[config.mk]
export PLATFORM = sky130hd
export DESIGN_NAME = isa_fetch_flat
export DESIGN_NICKNAME = d
export VERILOG_FILES = /design/src/rtl/isa_fetch_if.sv /design/src/rtl/isa_fetch.sv /design/src/flat_wrapper.sv
export SDC_FILE = /design/constraint.sdc
export NUM_CORES = 2
export LEC_CHECK = 0
export ABC_AREA = 1
export BUFFER_PORTS_ARGS = -buffer_cell sky130_fd_sc_hd__buf_2
export CAP_MARGIN = 20
export CORE_ASPECT_RATIO = 1.4
export CORE_MARGIN = 3
export CORE_UTILIZATION = 30
export CTS_CLUSTER_DIAMETER = 40
export DETAILED_ROUTE_END_ITERATION = 12
export MAX_ROUTING_LAYER = met4
export REMOVE_ABC_BUFFERS = 1
export SYNTH_ARGS = -nofsm -noshare
export SYNTH_HDL_FRONTEND = slang
export SYNTH_SLANG_ARGS = --single-unit
[constraint.sdc]
create_clock -name clk -period 10.4 [get_ports clk]
set_input_delay 2.08 -clock clk [delete_from_list [all_inputs] [get_ports clk]]
set_output_delay 2.08 -clock clk [all_outputs]
set_load 0.02 [all_outputs]
[src/rtl/isa_fetch_if.sv]
// isa_fetch_if: DRAM read and CCU instruction channels of the ISA fetch stage.
// master = fetch stage: drives the read request, read-data ready and the CCU word channel.
// slave  = environment: drives request ready, read beats and CCU ready.
interface isa_fetch_if #(
    parameter int PORT_WIDTH      = 128,
    parameter int DRAM_ADDR_WIDTH = 32,
    parameter int LEN_WIDTH       = 16
);
    logic                       ITFDRAM_RdReqVld;
    logic                       DRAMITF_RdReqRdy;
    logic [DRAM_ADDR_WIDTH-1:0] ITFDRAM_RdAddr;
    logic [LEN_WIDTH-1:0]       ITFDRAM_RdLen;
    logic                       DRAMITF_RdDatVld;
    logic [PORT_WIDTH-1:0]      DRAMITF_RdDat;
    logic                       ITFDRAM_RdDatRdy;
    logic [PORT_WIDTH-1:0]      ITFCCU_ISARdDat;
    logic                       ITFCCU_ISARdDatVld;
    logic                       ITFCCU_ISARdDatLast;
    logic                       CCUITF_ISARdDatRdy;
    modport master (
        output ITFDRAM_RdReqVld, ITFDRAM_RdAddr, ITFDRAM_RdLen, ITFDRAM_RdDatRdy,
        output ITFCCU_ISARdDat, ITFCCU_ISARdDatVld, ITFCCU_ISARdDatLast,
        input  DRAMITF_RdReqRdy, DRAMITF_RdDatVld, DRAMITF_RdDat, CCUITF_ISARdDatRdy
    );
    modport slave (
        input  ITFDRAM_RdReqVld, ITFDRAM_RdAddr, ITFDRAM_RdLen, ITFDRAM_RdDatRdy,
        input  ITFCCU_ISARdDat, ITFCCU_ISARdDatVld, ITFCCU_ISARdDatLast,
        output DRAMITF_RdReqRdy, DRAMITF_RdDatVld, DRAMITF_RdDat, CCUITF_ISARdDatRdy
    );
endinterface

[src/rtl/isa_fetch.sv]
// isa_fetch: fetches a program of ISA words from DRAM in credit-gated bursts and streams them to the CCU.
// Ports: clk/rst (async active-high), start/base_addr/total_words launch a program,
// busy/done report progress, bus carries the DRAM read and CCU word channels.
module isa_fetch #(
    parameter int PORT_WIDTH      = 128,
    parameter int DRAM_ADDR_WIDTH = 32,
    parameter int LEN_WIDTH       = 16,
    parameter int BURST_LEN       = 16,
    parameter int FIFO_ADDR_WIDTH = 5
) (
    input  logic                       clk,
    input  logic                       rst,
    input  logic                       start,
    input  logic [DRAM_ADDR_WIDTH-1:0] base_addr,
    input  logic [LEN_WIDTH-1:0]       total_words,
    output logic                       busy,
    output logic                       done,
    isa_fetch_if.master                bus
);
    localparam int DEPTH = 1 << FIFO_ADDR_WIDTH;
    localparam logic [LEN_WIDTH-1:0] BURST = LEN_WIDTH'(BURST_LEN);
    localparam logic [LEN_WIDTH-1:0] ONE = LEN_WIDTH'(1);
    localparam logic [FIFO_ADDR_WIDTH:0] PTR_ONE = (FIFO_ADDR_WIDTH+1)'(1);
    localparam logic [DRAM_ADDR_WIDTH-1:0] BEAT_BYTES = DRAM_ADDR_WIDTH'(PORT_WIDTH / 8);
    typedef enum logic [1:0] {IDLE, REQ, DRAIN} state_t;
    state_t                     state_q;
    logic [DRAM_ADDR_WIDTH-1:0] addr_q;
    logic [LEN_WIDTH-1:0]       remaining_q, total_q, sent_q, reserved_q, sent_d, reserved_d, len;
    logic [FIFO_ADDR_WIDTH:0]   wptr_q, rptr_q;
    logic [PORT_WIDTH-1:0]      mem_q [DEPTH];
    logic                       busy_q, done_q;
    logic                       fifo_empty, fifo_full, push, pop, req_vld, req_hs, is_last;
    always_comb begin
        fifo_empty = wptr_q == rptr_q;
        fifo_full  = wptr_q == {~rptr_q[FIFO_ADDR_WIDTH], rptr_q[FIFO_ADDR_WIDTH-1:0]};
        len        = remaining_q < BURST ? remaining_q : BURST;
        // reserved counts every word that may still land in the FIFO, so a granted burst always fits
        req_vld    = state_q == REQ && ({1'b0, reserved_q} + {1'b0, len}) <= (LEN_WIDTH+1)'(DEPTH);
        req_hs     = req_vld & bus.DRAMITF_RdReqRdy;
        push       = bus.DRAMITF_RdDatVld & ~fifo_full;
        pop        = ~fifo_empty & bus.CCUITF_ISARdDatRdy;
        is_last    = sent_q == total_q - ONE;
        sent_d     = sent_q + LEN_WIDTH'(pop);
        reserved_d = reserved_q + (req_hs ? len : '0) - LEN_WIDTH'(pop);
    end
    always_ff @(posedge clk or posedge rst)
        if (rst) begin
            state_q     <= IDLE;
            addr_q      <= '0;
            remaining_q <= '0;
            total_q     <= '0;
            sent_q      <= '0;
            reserved_q  <= '0;
            wptr_q      <= '0;
            rptr_q      <= '0;
            busy_q      <= 1'b0;
            done_q      <= 1'b0;
        end else begin
            done_q     <= 1'b0;
            wptr_q     <= push ? wptr_q + PTR_ONE : wptr_q;
            rptr_q     <= pop ? rptr_q + PTR_ONE : rptr_q;
            sent_q     <= sent_d;
            reserved_q <= reserved_d;
            case (state_q)
                IDLE: if (start) begin
                    if (total_words != '0) begin
                        addr_q      <= base_addr;
                        remaining_q <= total_words;
                        total_q     <= total_words;
                        sent_q      <= '0;
                        reserved_q  <= '0;
                        busy_q      <= 1'b1;
                        state_q     <= REQ;
                    end else done_q <= 1'b1;
                end
                REQ: if (req_hs) begin
                    addr_q      <= addr_q + DRAM_ADDR_WIDTH'(len) * BEAT_BYTES;
                    remaining_q <= remaining_q - len;
                    state_q     <= remaining_q == len ? DRAIN : REQ;
                end
                DRAIN: if (pop && is_last) begin
                    busy_q  <= 1'b0;
                    done_q  <= 1'b1;
                    state_q <= IDLE;
                end
                default: state_q <= IDLE;
            endcase
        end
    always_ff @(posedge clk)
        if (push) mem_q[wptr_q[FIFO_ADDR_WIDTH-1:0]] <= bus.DRAMITF_RdDat;
    assign busy                    = busy_q;
    assign done                    = done_q;
    assign bus.ITFDRAM_RdReqVld    = req_vld;
    assign bus.ITFDRAM_RdAddr      = addr_q;
    assign bus.ITFDRAM_RdLen       = len;
    assign bus.ITFDRAM_RdDatRdy    = ~fifo_full;
    assign bus.ITFCCU_ISARdDat     = fifo_empty ? '0 : mem_q[rptr_q[FIFO_ADDR_WIDTH-1:0]];
    assign bus.ITFCCU_ISARdDatVld  = ~fifo_empty;
    assign bus.ITFCCU_ISARdDatLast = ~fifo_empty & is_last;
endmodule

[src/flat_wrapper.sv]
// flat-port wrapper written by rule: the top's interface ports become plain ports
module isa_fetch_flat 
#(
    parameter int PORT_WIDTH      = 128,
    parameter int DRAM_ADDR_WIDTH = 32,
    parameter int LEN_WIDTH       = 16,
    parameter int BURST_LEN       = 16,
    parameter int FIFO_ADDR_WIDTH = 5
)
  (clk, rst, start, base_addr, total_words, busy, done, bus_ITFDRAM_RdReqVld, bus_ITFDRAM_RdAddr, bus_ITFDRAM_RdLen, bus_ITFDRAM_RdDatRdy, bus_ITFCCU_ISARdDat, bus_ITFCCU_ISARdDatVld, bus_ITFCCU_ISARdDatLast, bus_DRAMITF_RdReqRdy, bus_DRAMITF_RdDatVld, bus_DRAMITF_RdDat, bus_CCUITF_ISARdDatRdy);
  isa_fetch_if #(.PORT_WIDTH(PORT_WIDTH), .DRAM_ADDR_WIDTH(DRAM_ADDR_WIDTH), .LEN_WIDTH(LEN_WIDTH)) bus_i ();
  input  logic clk;
  input  logic rst;
  input  logic start;
  input  logic [DRAM_ADDR_WIDTH-1:0] base_addr;
  input  logic [LEN_WIDTH-1:0] total_words;
  output logic busy;
  output logic done;
  output wire logic [$bits(bus_i.ITFDRAM_RdReqVld)-1:0] bus_ITFDRAM_RdReqVld;
  output wire logic [$bits(bus_i.ITFDRAM_RdAddr)-1:0] bus_ITFDRAM_RdAddr;
  output wire logic [$bits(bus_i.ITFDRAM_RdLen)-1:0] bus_ITFDRAM_RdLen;
  output wire logic [$bits(bus_i.ITFDRAM_RdDatRdy)-1:0] bus_ITFDRAM_RdDatRdy;
  output wire logic [$bits(bus_i.ITFCCU_ISARdDat)-1:0] bus_ITFCCU_ISARdDat;
  output wire logic [$bits(bus_i.ITFCCU_ISARdDatVld)-1:0] bus_ITFCCU_ISARdDatVld;
  output wire logic [$bits(bus_i.ITFCCU_ISARdDatLast)-1:0] bus_ITFCCU_ISARdDatLast;
  input wire logic [$bits(bus_i.DRAMITF_RdReqRdy)-1:0] bus_DRAMITF_RdReqRdy;
  input wire logic [$bits(bus_i.DRAMITF_RdDatVld)-1:0] bus_DRAMITF_RdDatVld;
  input wire logic [$bits(bus_i.DRAMITF_RdDat)-1:0] bus_DRAMITF_RdDat;
  input wire logic [$bits(bus_i.CCUITF_ISARdDatRdy)-1:0] bus_CCUITF_ISARdDatRdy;
  assign bus_ITFDRAM_RdReqVld = bus_i.ITFDRAM_RdReqVld;
  assign bus_ITFDRAM_RdAddr = bus_i.ITFDRAM_RdAddr;
  assign bus_ITFDRAM_RdLen = bus_i.ITFDRAM_RdLen;
  assign bus_ITFDRAM_RdDatRdy = bus_i.ITFDRAM_RdDatRdy;
  assign bus_ITFCCU_ISARdDat = bus_i.ITFCCU_ISARdDat;
  assign bus_ITFCCU_ISARdDatVld = bus_i.ITFCCU_ISARdDatVld;
  assign bus_ITFCCU_ISARdDatLast = bus_i.ITFCCU_ISARdDatLast;
  assign bus_i.DRAMITF_RdReqRdy = bus_DRAMITF_RdReqRdy;
  assign bus_i.DRAMITF_RdDatVld = bus_DRAMITF_RdDatVld;
  assign bus_i.DRAMITF_RdDat = bus_DRAMITF_RdDat;
  assign bus_i.CCUITF_ISARdDatRdy = bus_CCUITF_ISARdDatRdy;
  isa_fetch #(.PORT_WIDTH(PORT_WIDTH), .DRAM_ADDR_WIDTH(DRAM_ADDR_WIDTH), .LEN_WIDTH(LEN_WIDTH), .BURST_LEN(BURST_LEN), .FIFO_ADDR_WIDTH(FIFO_ADDR_WIDTH)) u_core (.clk(clk), .rst(rst), .start(start), .base_addr(base_addr), .total_words(total_words), .busy(busy), .done(done), .bus(bus_i));
endmodule
==> impl_metrics.toml <==
[logic_synthesis]
synth.avg_cell_area_um2 = 13.0
synth-seq-cells = 4208
yosysMostFrequentCell = "edfxtp_1"
synth_cell_types = 48
ys_seq_area_frac = 0.749
synth-edff-count = 4096
synthTopCellsByCount = "edfxtp_1, nor2_1, o21ai_0"
synth_flop_cell = "edfxtp_1"
synth_top_area_share = 0.732
syn_area_um2 = 168000
syn_inst = 12900
ys_warn_count = 0
synthArstFlopShare = 0.0266
yosys-top-cells-area = "edfxtp_1, o21ai_0, nor2_1, o22ai_1, nand2_1"
yosys.area.top_type = "edfxtp_1"

[sta]
tightestPinTransition_ns = 1.26
setup_tns_ns = 0
rsz0062_at_grt = "false"
finalCritPeriodShare = 0.777
setup_viol = 0
layout_min_cycle_time_ns = 8.08
relSlewSlack = 0.161
fmax_mhz = 124
skew_ns = 0.126
fin_ws_ns = 2.32
hold_viol_final = 0
report.final.slew_viol_count = 0

[pwr]
vdd_ir_drop_max_mv = 0.314
leakagePower_uw = 0.0621
p_per_area_nw_per_um2 = 286

[placed_design]
place.gp.congestion = 0.838
port-buffer-count = 352
postPlaceCellArea_um2 = 178000
pre_cts_slack_ns = 3.46
dp_hpwl_mm = 252

[cts]
cts.sinks = 4208
cts_setup_buffers = 0
cts_tree = "built"
clkTransAtPathRegs_ns = 0.06
clockBufferDepth = 4
htreeDepth = 5
cts_hold_buffers = 0
clock_latency_ns = 1.07
numCtsBuffers = 451
clock_tree.root_cell = "clkbuf_16"
post_cts_resized = 0

[worst_setup_path]
worstPathRequired_ns = 8.32
r2r_start = "u_core.remaining_q[12]"
path_max_fanout = 99
cp-end-kind = "output pin"
worstReg2RegEnd = "u_core.reserved_q[11]"
startpoint = "u_core.rptr_q[1]"
r2r_setup_slack_ns = 4.16
critPathKind = "reg2out"
crit_arrival_ns = 6.00
critPathLaunchType = "flop"
rr_worst_depth = 29

[floorplan]
die_w_um = 638
pin_count = 364
coreArea_um2 = 557000
initial_utilization = 0.302
row_count = 324
die_h_um = 891
die_area_um2 = 569000

[global_route]
grt_max_degree = 233
grt_pass1_vias = 108000
antenna_found_initial = 97
grt_pass1_wl_mm = 759
track_usage = 0.185
overflow = 0

[route]
wirelength_mm = 533
dr.pass1.iters = 7
drcViolationCount = 0
num_vias = 112000
via_per_inst = 5.36
drtAntennaViolNets = 0
wl_per_cell_um = 25.6
drt_first_iter_violations = 11700

[min_path]
hold_end = "u_core.bus.ITFDRAM_RdAddr[3]"
hold_depth = 2
worstHoldStart = "u_core.bus.ITFDRAM_RdAddr[3]"
hold_path.class = "reg2reg"

[finish]
area_growth_pct = 14.8
drive_gt1_frac = 0.0990
n_fill_cell = 53700
final_cell_area_um2 = 193000
final_net_count = 13300

[run_status]
outcome = "complete, no violations"

[job]
drv_cap = 0
## how the worst max path moves through the flow
stage	endpoint	depth (start not counted)	slack, ns
3_5_place_dp	bus_ITFCCU_ISARdDat[68]	8	3.46
6_report	bus_ITFCCU_ISARdDat[27]	10	2.32
4_1_cts	bus_ITFCCU_ISARdDat[68]	8	2.31
2_1_floorplan	bus_ITFCCU_ISARdDat[103]	5	-136.99
5_1_grt	bus_ITFCCU_ISARdDat[66]	10	2.02
3_3_place_gp	bus_ITFCCU_ISARdDat[5]	10	3.40
## through the flow
step | hold WS (ns) | total power, µW | std cells | util
CTS | 0.466 | 55500 | 20800 | 0.346
floorplan | 0.458 | 30500 | 12000 | -
global route | 0.487 | 57700 | 20800 | 0.346
global placement | 0.449 | 39000 | 19900 | 0.319
finish | 0.462 | 55100 | 20800 | 0.346
detailed placement | 0.453 | 39100 | 19900 | 0.319
## sequential cells by signal, summed over array words and instances (netlist names), 6 cells and up
signal                     flops
u_core.rptr_q                  6
u_core.remaining_q            16
u_core.wptr_q                  6
u_core.reserved_q             16
u_core.mem_q                4096
u_core.sent_q                 16
u_core.total_q                16
u_core.bus.ITFDRAM_RdAddr     32
## power breakdown
part / switching [µW] / internal, µW
Sequential: 416 / 19700
Combinational: 13800 / 4810
Clock: 7020 / 9380
## cells by family (layout without fill, tap and decap cells)
logic type,count (synthesis),after routing,share of synthesized area
XOR/XNOR,40,40,0.00217
AO/OA/AOI/OAI,3640,3640,0.125
flip-flops,4208,4208,0.749
AND/OR/NAND/NOR,3793,3793,0.0900
buffers and inverters,1148,1616,0.0287
other,2,95,0.0000447
adder cells (fa/ha/maj),74,74,0.00564
## cell usage in the layout, fill, tap and decap left out, types with 77 or more instances in the layout
cell          n
inv_1       216
a31oi_1     113
nor2_1     2289
o21ai_0    2196
buf_2       352
nand4_1      89
o221ai_1    368
clkbuf_1     77
nand2_1     918
clkbuf_16   453
nand3_1     355
dfrtp_1     108
edfxtp_1   4096
o22ai_1     633
buf_4       150
a21oi_1     168
## metal layers
metal / global-route usage / wire [µm] / up-vias
met4: 0.0656 / 20600 / 0
met1: 0.226 / 215000 / 57400
li1: - / - / 48600
met3: 0.0292 / 38600 / 1110
met2: 0.310 / 259000 / 4505
met5: - / 0 / -
## cell type report
| cell class | count | area [µm²] | area share |
|---|---|---|---|
| multi-input combinational | 7591 | 37800 | 0.196 |
| clock buffer | 530 | 11600 | 0.0602 |
| antenna | 51 | 128 | 0.000661 |
| sequential | 4208 | 126000 | 0.652 |
| clock inverter | 304 | 3630 | 0.0188 |
| timing repair buffer | 548 | 3820 | 0.0198 |
| inverter | 234 | 931 | 0.00482 |
| tap | 7335 | 9180 | 0.0476 |
## critical path, cell delays in order, from the launching register on
cell and delay (ns):
dfrtp_4 0.77, inv_8 0.67, buf_4 0.74, buf_4 0.74, o21ai_0 0.23, o221ai_1 0.20, nand3_1 0.13, nand3_1 0.11
nand2_1 0.08, a31oi_1 0.86, buf_2 0.34
Note: power is estimated with default switching activity, not from simulation.
